$ cat src/rtl/gray_pkg.sv
// Shared constants, count-direction type and Gray helper for the Gray code counter.
package gray_pkg;

    localparam int GRAY_WIDTH_DEFAULT = 4;
    localparam int GRAY_WIDTH_MAX     = 16;

    typedef enum logic {
        UP   = 1'b0,
        DOWN = 1'b1
    } count_dir_t;

    // Operates at the maximum width; narrower callers zero-extend and truncate.
    function automatic logic [GRAY_WIDTH_MAX-1:0] bin2gray(input logic [GRAY_WIDTH_MAX-1:0] bin);
        return bin ^ (bin >> 1);
    endfunction

endpackage

$ cat src/rtl/gray_code_counter_if.sv
// Handshake bundle between the Gray code counter and its producer/consumer.
// The dir signal exists only when GRAY_CNT_UPDOWN_EN is defined.
interface gray_code_counter_if #(
    parameter int WIDTH = gray_pkg::GRAY_WIDTH_DEFAULT
);
    logic             en;
    logic             load;
    logic [WIDTH-1:0] load_val;
`ifdef GRAY_CNT_UPDOWN_EN
    logic             dir;
`endif
    logic [WIDTH-1:0] gray_out;
    logic             out_valid;
    logic             out_ready;
    logic             wrap;

    modport master (
`ifdef GRAY_CNT_UPDOWN_EN
        output dir,
`endif
        output en, load, load_val, out_ready,
        input  gray_out, out_valid, wrap
    );

    modport slave (
`ifdef GRAY_CNT_UPDOWN_EN
        input  dir,
`endif
        input  en, load, load_val, out_ready,
        output gray_out, out_valid, wrap
    );
endinterface

$ cat src/rtl/gray_code_counter_binary_to_gray.sv
// Combinational binary-to-Gray converter: each Gray bit is the XOR of adjacent binary bits.
module binary_to_gray #(
    parameter int WIDTH = gray_pkg::GRAY_WIDTH_DEFAULT
) (
    input  logic [WIDTH-1:0] bin,
    output logic [WIDTH-1:0] gray
);
    genvar gi;
    generate
        for (gi = 0; gi < WIDTH - 1; gi++) begin : g_bit
            assign gray[gi] = bin[gi] ^ bin[gi+1];
        end
    endgenerate

    assign gray[WIDTH-1] = bin[WIDTH-1];
endmodule

$ cat src/rtl/gray_code_counter.sv
// Binary counter with registered Gray output and a valid/ready output slot.
// Define GRAY_CNT_UPDOWN_EN to add the dir input (1 = count down).
module gray_code_counter
    import gray_pkg::*;
#(
    parameter int WIDTH = GRAY_WIDTH_DEFAULT
) (
    input  logic                clk,
    input  logic                rst,
    gray_code_counter_if.slave  bus
);
    localparam logic [WIDTH-1:0] CNT_MAX = '1;
    localparam logic [WIDTH-1:0] CNT_ONE = WIDTH'(1);

    logic [WIDTH-1:0] cnt_q,   cnt_d;
    logic [WIDTH-1:0] gray_q,  gray_d;
    logic             valid_q, valid_d;
    logic             wrap_q,  wrap_d;

    logic       slot_free;
    logic       step;
    count_dir_t cnt_dir;

`ifdef GRAY_CNT_UPDOWN_EN
    assign cnt_dir = bus.dir ? DOWN : UP;
`else
    assign cnt_dir = UP;
`endif

    assign slot_free = !valid_q || bus.out_ready;
    assign step      = bus.en && !bus.load && slot_free;

    always_comb begin
        cnt_d   = cnt_q;
        valid_d = valid_q;
        wrap_d  = 1'b0;
        if (bus.load) begin
            // Load overwrites whatever the consumer has not yet taken.
            cnt_d   = bus.load_val;
            valid_d = 1'b1;
        end else if (step) begin
            valid_d = 1'b1;
            if (cnt_dir == DOWN) begin
                cnt_d  = cnt_q - CNT_ONE;
                wrap_d = (cnt_q == '0);
            end else begin
                cnt_d  = cnt_q + CNT_ONE;
                wrap_d = (cnt_q == CNT_MAX);
            end
        end else if (bus.out_ready) begin
            valid_d = 1'b0;
        end
    end

    binary_to_gray #(
        .WIDTH (WIDTH)
    ) u_binary_to_gray (
        .bin  (cnt_d),
        .gray (gray_d)
    );

    always_ff @(posedge clk or posedge rst) begin
        if (rst) begin
            cnt_q   <= '0;
            gray_q  <= '0;
            valid_q <= 1'b0;
            wrap_q  <= 1'b0;
        end else begin
            cnt_q   <= cnt_d;
            gray_q  <= gray_d;
            valid_q <= valid_d;
            wrap_q  <= wrap_d;
        end
    end

    assign bus.gray_out  = gray_q;
    assign bus.out_valid = valid_q;
    assign bus.wrap      = wrap_q;
endmodule
$ cat src/flat_wrapper.sv
// flat-port wrapper written by rule: the top's interface ports become plain ports
module gray_code_counter_flat import gray_pkg::*;
#(
    parameter int WIDTH = GRAY_WIDTH_DEFAULT
)
  (clk, rst, bus_en, bus_load, bus_load_val, bus_out_ready, bus_gray_out, bus_out_valid, bus_wrap);
  gray_code_counter_if #(.WIDTH(WIDTH)) bus_i ();
  input  logic clk;
  input  logic rst;
  input wire logic [$bits(bus_i.en)-1:0] bus_en;
  input wire logic [$bits(bus_i.load)-1:0] bus_load;
  input wire logic [$bits(bus_i.load_val)-1:0] bus_load_val;
  input wire logic [$bits(bus_i.out_ready)-1:0] bus_out_ready;
  output wire logic [$bits(bus_i.gray_out)-1:0] bus_gray_out;
  output wire logic [$bits(bus_i.out_valid)-1:0] bus_out_valid;
  output wire logic [$bits(bus_i.wrap)-1:0] bus_wrap;
  assign bus_i.en = bus_en;
  assign bus_i.load = bus_load;
  assign bus_i.load_val = bus_load_val;
  assign bus_i.out_ready = bus_out_ready;
  assign bus_gray_out = bus_i.gray_out;
  assign bus_out_valid = bus_i.out_valid;
  assign bus_wrap = bus_i.wrap;
  gray_code_counter #(.WIDTH(WIDTH)) u_core (.clk(clk), .rst(rst), .bus(bus_i));
endmodule
$ cat config.mk
export PLATFORM = sky130hd
export DESIGN_NAME = gray_code_counter_flat
export DESIGN_NICKNAME = d
export VERILOG_FILES = /design/src/rtl/gray_pkg.sv /design/src/rtl/gray_code_counter_if.sv /design/src/rtl/gray_code_counter_binary_to_gray.sv /design/src/rtl/gray_code_counter.sv /design/src/flat_wrapper.sv
export SDC_FILE = /design/constraint.sdc
export NUM_CORES = 1
export LEC_CHECK = 0
export CORE_AREA = 2 2 39 41
export CTS_CLUSTER_SIZE = 28
export DETAILED_ROUTE_END_ITERATION = 10
export DIE_AREA = 0 0 41 43
export PLACE_DENSITY_LB_ADDON = 0.1
export SLEW_MARGIN = 20
export SYNTH_ARGS = -nofsm -noshare
export SYNTH_HDL_FRONTEND = slang
export SYNTH_SLANG_ARGS = --single-unit
$ cat constraint.sdc
create_clock -name clk -period 3.9 [get_ports clk]
set_clock_uncertainty 0.15 [all_clocks]
set_input_delay 1.17 -clock clk [delete_from_list [all_inputs] [get_ports clk]]
set_output_delay 1.17 -clock clk [all_outputs]
set_load 0.02 [all_outputs]
## Yosys cells after proc, flatten, opt, wreduce, memory -nomap -nowiden

Index checks and enable logic that the tools add are counted.

| operators by class | value |
|---|---|
| bitwise logic cells | 3 |
| muxes and demuxes | 7 |
| add/subtract/negate cells | 1 |
| eq/ne operators | 1 |
| reduce and logical (&&, ||, !) cells | 6 |

Operators with widths:

| cell | count |
|---|---|
| 4-bit two-way mux | 2 |
| 1-bit two-way mux | 5 |
| 4-bit by 1-bit adder with 4-bit output (second input constant) | 1 |
| 4-bit == test (second input constant) | 1 |
| 3-bit nonzero test | 1 |
| 1-bit XOR | 3 |
| 1-bit logical AND | 2 |
| 1-bit logical NOT | 2 |
| 1-bit logical OR | 1 |

| word-level totals | value |
|---|---|
| word-level logic and storage cells | 22 |
| register bits after elaboration | 10 |
| output and inout port bits | 6 |

## Depth between registers and ports, before layout

Gate-level depths: netlist (run 1).

| depth | value |
|---|---|
| word-level depth | 6 |
| mapped depth | 5 |
| mapped depth without buffers | 4 |

## By module

A second synthesis (run 1) with hierarchy kept.

| unflattened totals | value |
|---|---|
| cells, all modules | 35 |
| area total of the unflattened synthesis | 456.7 µm² |

Modules (own cells, without submodules):

| module | times used | cells an instance | area an instance (µm²) | sequential area each (µm²) |
|---|---|---|---|---|
| gray_code_counter | 1 | 31 | 422.9 | 250.2 |
| binary_to_gray | 1 | 4 | 33.8 | 0.0 |

## Worst setup path after synthesis (run 1)

Ideal clock, no wire load.

| path | value |
|---|---|
| path kind | input-to-reg |
| start | input port bus_load |
| end | register u_core.gray_q[2] (netlist: u_core.bus.gray_out[2]) |
| arrival | 2.089 ns |
| cell stages on the path | 5 |
| setup time | 0.133 ns |
| path slack | 1.528 ns |
| data required time | 3.617 ns |
| path buffers | 1 |
| path through | buf_6 nand2b_4 o31a_1 o31a_1 xnor2_1 |

| on the way | value |
|---|---|
| cells in the longest elaborated chain, start to end | 6 |

Ends and longest elaborated chain:

| element | line | RTL |
|---|---|---|
| start, declared | flat_wrapper.sv:11 | `input wire logic [$bits(bus_i.load)-1:0] bus_load;` |
| 1-bit logical NOT | gray_code_counter.sv:31 | `assign step = bus.en && !bus.load && slot_free;` |
| 1-bit logical AND (2 in series) | gray_code_counter.sv:31 |  |
| 4-bit two-way mux | gray_code_counter.sv:41 | `end else if (step) begin` |
| 4-bit two-way mux (*) | gray_code_counter.sv:37 | `if (bus.load) begin` |
| net u_core.cnt_d[3] | gray_code_counter.sv:15 | `logic [WIDTH-1:0] cnt_q, cnt_d;` |
| 1-bit XOR (*) | gray_code_counter_binary_to_gray.sv:11 | `assign gray[gi] = bin[gi] ^ bin[gi+1];` |
| net u_core.gray_d[2] | gray_code_counter.sv:16 | `logic [WIDTH-1:0] gray_q, gray_d;` |
| end signal, assigned | gray_code_counter.sv:70 | `gray_q <= gray_d;` |
| end, declared | gray_code_counter.sv:16 |  |

Mark *: on every way through the listed nets, which the timed path passes. The rest lies on a longest branch.
A chain may end at the register's enable or synchronous reset.

## Worst setup path after layout (run 1)

| path | value |
|---|---|
| start | input port bus_load |
| end | register u_core.gray_q[0] (netlist: u_core.bus.gray_out[0]) |

The elaborated chain is that of the path after synthesis.

==> summary.md, run 1 <==
| Metric | Value |
|---|---|
| Die X | roughly 41 um |
| Routed vias | around 350 |
| Post-synthesis instance total | 39 |
| Warnings from Yosys | 0 |
| FFs w/ async S/R, synth | 100% |
| Lkg Pwr | 0.259 nW |
| Cells resized by post-CTS repair | 0 |
| P&R area growth vs syn | 37.1% |
| Count of final max-slew check failures | 0 |
| Fin. Hold Viols | 0 |
| Synthesized area | 452 um^2 |
| IO Port Bufs | 14 |
| Vias per inst | just under 5 |
| Wire per inst | 11.6 um |
| Longest Clk Path Bufs | 2 |
| Worst-Margin Slew | approximately 0.36 ns |
| Antenna cells | 0 |
| Largest stage delay, worst path | approximately 0.64 ns |
| Worst reg-to-reg path cell count | 4 |
| Filler cell count in the final layout | 144 |
| Hold depth | 2 |
| Kind of start point of the critical path | input port |
| Placement Rows | 14 |
| CTS tree | yes |
| Setup Buffers After CTS | 0 |
| Setup TNS Final | 0 ns |
| Final setup viols | 0 |
| Final wirelength | ~820 um |
| Multi-input logic area | 196 um^2 |
| Crit path DAT | ~2.7 ns |
| CP Data Required Time | slightly below 4 ns |
| Post-layout min period | 2.70 ns |
| CTS hold repair buffers | 0 |
| #FFs+latches synth | 9 |
| Clock Sinks | 9 |
| Clk root buf | clkbuf_4 |
| Final ANT Viol Nets | 0 |
| Reg2reg start | u_core.bus.out_valid |
| Vias in the first global route | 385 |
| CP Class | in -> reg |
| Max-slew headroom | between 70% and 80% |
| Crit path max-delay family | buffers and inverters |
| Total core area | between 1000 and 1500 um^2 |
| Tcrit/Tclk final | 69.3% |
| Final instance area | slightly above 600 um^2 |
| RePlAce Congestion | between 0.7 and 0.8 |
| Initial DRC Count | 3 |
| HPWL Detailed | ~650 um |
| CP max-delay cell | clkdlybuf4s50_1 |
| Peak supply drop | between 0.0001 and 0.00015 V |
| Power Density | 403 nW/um^2 |
| Total gr overflow | 0 |
| Status | completed |
| CTS Buf Count | 3 |
| H-tree depth | 1 |
| Avg Inst Size Synth | 11.6 um^2 |
| Die H | 43 um |
| Full die area | around 1800 um^2 |
| Syn nets | approximately 50 |
| Pin count of the biggest net entering global routing | 11 |
| RSZ-0062 raised after global routing | false |
| Ports | 15 |
| DR pass1 iterations | 2 |
| Max-Cap Viols | 0 |
| Highest clock rate | around 0.37 GHz |
| Post-synth cell types | 24 |
| Register Area | roughly 230 um^2 |
| Nets | 66 |
| Clock Latency Late Sink | roughly 0.26 ns |
| CP Max Fanout | 10 |
| Post-synth EDFFs | 0 |
| Residual DRC | 0 |
| Layout cell share with drive strength beyond 1 | between 15 and 20% |
| Worst hold path class | reg -> reg |
| Seq/Total Area, Yosys | between 40% and 50% |
| Number of cells on the critical path | 5 |
| Ys flop type | dfrtp_1 |
| Critical path startpoint | bus_load |
| Clk pin slew, worst setup/hold paths | 0.06 ns |
| First-pass GRT wire length | between 1500 and 2000 um |
| Tot GR Track Use | roughly an eighth |
| Bufs and invs on worst path | 1 |
| Worst path cell trace | clkdlybuf4s50_1 -> nand2b_4 -> nor2_1 -> a221o_1 -> xor2_1 |
| Initial core utilization | between 30% and 40% |
| Initial antenna violation count | 0 |
| Critical Path End Type | flip-flop |
| Cell Area, Placed | a little under 600 um^2 |
| Hold path start | u_core.cnt_q[2] |
[final cells by class]
type / instances / area share (%)
sequential: 9 / 36.4
clock buffer: 4 / 4.24
inverter: 3 / 1.82
tap: 16 / 3.23
timing repair buffer: 14 / 22.6
multi-input combinational: 25 / 31.7
[final timing paths]
kind	slack (ns)	end
hold reg to reg	0.38	u_core.bus.wrap
setup reg to reg	2.29	u_core.bus.gray_out[2]
hold / removal	0.38	u_core.bus.wrap
max in group asynchronous	2.33	u_core.bus.gray_out[0]
min in group asynchronous	1.02	u_core.cnt_q[2]
setup / recovery	1.20	u_core.bus.gray_out[0]
[power breakdown]
part | switching (W) | total, W | internal, W
clock | 0.0000322 | 0.0000716 | 0.0000394
sequential | 0.00000613 | 0.000111 | 0.000105
combinational | 0.0000314 | 0.0000666 | 0.0000353
[tightest hold or removal path: stages (launching register included)]
cell and delay [ns]:
dfrtp_1 0.39, nand2_1 0.06, nor3_1 0.04
[synthesized netlist by cell type, drive strengths merged (2+ instances only)]
master  number  share of area (%)
and2         2                3.3
nand2b       2                4.4
o31a         2                3.9
inv          3                2.5
a311oi       2                5.3
a221o        2                4.7
xnor2        2                3.9
nor3         2                2.2
nand2        2                1.7
buf          2                4.2
dfrtp        9                 50
[cells in the final DEF (no fill, tap or decap)]
cell type / instances
clkbuf_4: 3
nand2b_4: 1
clkbuf_1: 1
nand3_1: 1
xor2_1: 1
nand2b_1: 1
or3_2: 1
o31a_1: 2
a221o_2: 1
dfrtp_1: 9
clkdlybuf4s50_1: 14
a221o_1: 1
and2b_1: 1
a311oi_2: 1
a311oi_1: 1
inv_1: 3
nor4_1: 1
nor3_1: 2
or2b_1: 1
xnor2_1: 2
nor2_1: 1
a21oi_1: 1
and2_2: 2
ha_1: 1
nand2_1: 2
[registers in the layout (all words and copies together), names as in the netlist]
register	flops
u_core.cnt_q	4
u_core.bus.gray_out	3
u_core.bus.out_valid	1
u_core.bus.wrap	1
[metal layers]
| layer | global-route usage, % | up-vias | part of all wire (%) |
|---|---|---|---|
| li1 | - | 171 | - |
| met1 | 15.6 | 161 | 46 |
| met2 | 19.1 | 13 | 46 |
| met3 | 3.14 | 2 | 7.4 |
| met4 | 8.00 | 0 | 0.61 |
| met5 | 0 | - | 0 |
[through the flow]
stage	instances	worst slack, ns	hold slack (ns)	utilization (%)	power [W]
after detailed placement	67	0.904	0.374	42.9	0.000181
after global routing	71	1.12	0.429	44.8	0.000269
after floorplan	39	1.53	0.350	-	0.000152
after global placement	67	0.929	0.383	42.9	0.000180
after CTS	71	1.18	0.386	44.8	0.000254
final	71	1.20	0.378	44.8	0.000250
[logic make-up after synthesis]
group,synth area share (%)
and+or+nand+nor,19.9
AOI/OAI and AO/OA,15.0
adders and majority gates,2.77
DFF,49.9
buffers and inverters,6.65
xor gates and xnor gates,5.82
(Power assumes the default switching activity.)
==> run 2: changes to the inputs <==
==> constraint.sdc (replaced) <==
create_clock -name clk -period 2.4 [get_ports clk]
set_clock_uncertainty 0.15 [all_clocks]
set_input_delay 0.72 -clock clk [delete_from_list [all_inputs] [get_ports clk]]
set_output_delay 0.72 -clock clk [all_outputs]
set_load 0.02 [all_outputs]
==> run 2 against run 1 <==
Critical path depth did not move. Utilization rose by 1.1 points. Worst hold slack improved by 0.0028 ns. Final cell count rose by 2.8%. Via count fell by 1.4%. Largest cell class unchanged. Combinational power rose by 67%. Sequential power rose by 63%. Largest power group unchanged. Non-clock buffer count rose by 2. Wire length fell by 0.73%. Global-route usage fell by 0.69 points.
==> summary.md, run 2 (synthesized netlist as in run 1, its figures left out) <==
| Metric | Value |
|---|---|
| Status | completed |
| Met2 wire len | slightly below 400 um |
| CP Max Fanout | 4 |
| Final setup viols | 0 |
| Die X | 41 um |
| Dpl cells | 69 |
| Initial antenna violation count | 0 |
| Total core area | around 1400 um^2 |
| Crit path DAT | around 2.1 ns |
| Initial DRC Count | 3 |
| CP Class | in -> reg |
| Peak supply drop | between 0.0002 and 0.00025 V |
| Final wirelength | about 800 um |
| Ports | 15 |
| HPWL Detailed | about 640 um |
| Setup WS post-layout | about 0.26 ns |
| CTS tree | yes |
| Most flop-heavy register | u_core.cnt_q |
| Cell Area, Placed | slightly above 600 um^2 |
| Post-Route M1 WL | 363 um |
| Commonest non-fill, non-tap cell in the layout | clkdlybuf4s50_1 |
| Wire per inst | 11.2 um |
| Clock Latency Late Sink | approximately 0.26 ns |
| Worst-Margin Slew | 0.379 ns |
| Nets | 68 |
| Initial core utilization | between 30 and 40% |
| Routed vias | 342 |
| Setup Buffers After CTS | 0 |
| Layout cell share with drive strength beyond 1 | about 19% |
| Lkg Pwr | between 0.2 and 0.3 nW |
| Pre-CTS WS | -0.00347 ns |
| Highest clock rate | roughly 0.47 GHz |
| Post-Layout Cell Count | 73 |
| Final instance area | 634 um^2 |
| DR pass1 iterations | 4 |
| Overall power | between 0.0004 and 0.0005 W |
| Vias per inst | 4.68 |
| Tcrit/Tclk final | 89.0% |
| Pin count of the biggest net entering global routing | 10 |
| Fin. Hold Viols | 0 |
| Final ANT Viol Nets | 0 |
| Clock Sinks | 9 |
| Power Density | approximately 650 nW/um^2 |
| IO Port Bufs | 14 |
| Die H | about 43 um |
| Top Metal Used | met4 |
| CTS hold repair buffers | 0 |
| Final core occ | about 46% |
| Most frequent cells in the layout | 14 x clkdlybuf4s50_1, 9 x dfrtp_1, 3 x inv_1, 3 x clkbuf_4 |
| Longest Clk Path Bufs | 2 |
| CTS Buf Count | 3 |
| Clk pin slew, worst setup/hold paths | 0.06 ns |
| Kind of start point of the critical path | input port |
| Met3 WL post-DR | about 57 um |
| Vias in the first global route | around 350 |
| First-pass GRT wire length | ~1400 um |
| Residual DRC | 0 |
| Count of final max-slew check failures | 0 |
| H-tree depth | 1 |
| Cells resized by post-CTS repair | 0 |
| Clk root buf | clkbuf_4 |
| Number of flip-flops in the largest register | 4 |
| Worst hold path class | reg -> reg |
| Worst reg-to-reg path cell count | 4 |
| Tot GR Track Use | about an eighth |
| RSZ-0062 raised after global routing | false |
| Total gr overflow | 0 |
| CP Data Required Time | approximately 2.4 ns |
| Critical Path End Type | flip-flop |
| Post-layout min period | 2.14 ns |
| Max-slew headroom | between 70% and 80% |
| Max-Cap Viols | 0 |
| Hold depth | 2 |
| RePlAce Congestion | between 0.7 and 0.8 |
| Antenna cells | 0 |
| P&R area growth vs syn | 40.4% |
| Full die area | 1760 um^2 |
| Placement Rows | 14 |
run 2: layout make-up:
cell class,count,area (um^2)
Inverter,3,11.3
Timing Repair Buffer,16,155
Tap cell,16,20.0
Sequential cell,9,225
Clock buffer,4,26.3
Multi-Input combinational cell,25,196
Fill cell,139,749
run 2: path summary, 6_finish.rpt:
kind / slack, ns / end / startpoint
worst max register to register: 0.81 / u_core.bus.gray_out[2] / u_core.bus.out_valid
max in group asynchronous: 1.28 / u_core.bus.out_valid / rst
worst min-delay path: 0.38 / u_core.bus.wrap / u_core.cnt_q[2]
min in group asynchronous: 0.57 / u_core.bus.gray_out[1] / rst
worst max-delay path: 0.26 / u_core.bus.gray_out[2] / bus_out_ready
worst min register to register: 0.38 / u_core.bus.wrap / u_core.cnt_q[2]
run 2: through the flow:
step	hold slack (ns)	setup TNS [ns]
2_1_floorplan	0.350	0
3_3_place_gp	0.382	0
3_5_place_dp	0.378	-0.00347
4_1_cts	0.386	0
5_1_grt	0.418	0
6_report	0.381	0
run 2: report_power, final:
part | switching [W] | leakage (nW) | total (W) | internal (W)
sequential | 0.0000100 | 0.106 | 0.000181 | 0.000171
clock | 0.0000552 | 0.0150 | 0.000119 | 0.0000642
combinational | 0.0000513 | 0.148 | 0.000111 | 0.0000597
total | 0.000117 | 0.269 | 0.000412 | 0.000295
run 2: worst max-delay path, cell delays in order:
cell	delay, ns
clkdlybuf4s50_1	0.46
and2b_1	0.21
o31a_1	0.30
o31a_1	0.30
xnor2_1	0.13
run 2: routing by layer:
metal | global-route usage, % | vias to the layer above
met5 | 0 | -
met4 | 10.0 | 0
met3 | 3.14 | 2
met2 | 17.5 | 13
met1 | 14.0 | 156
li1 | - | 171
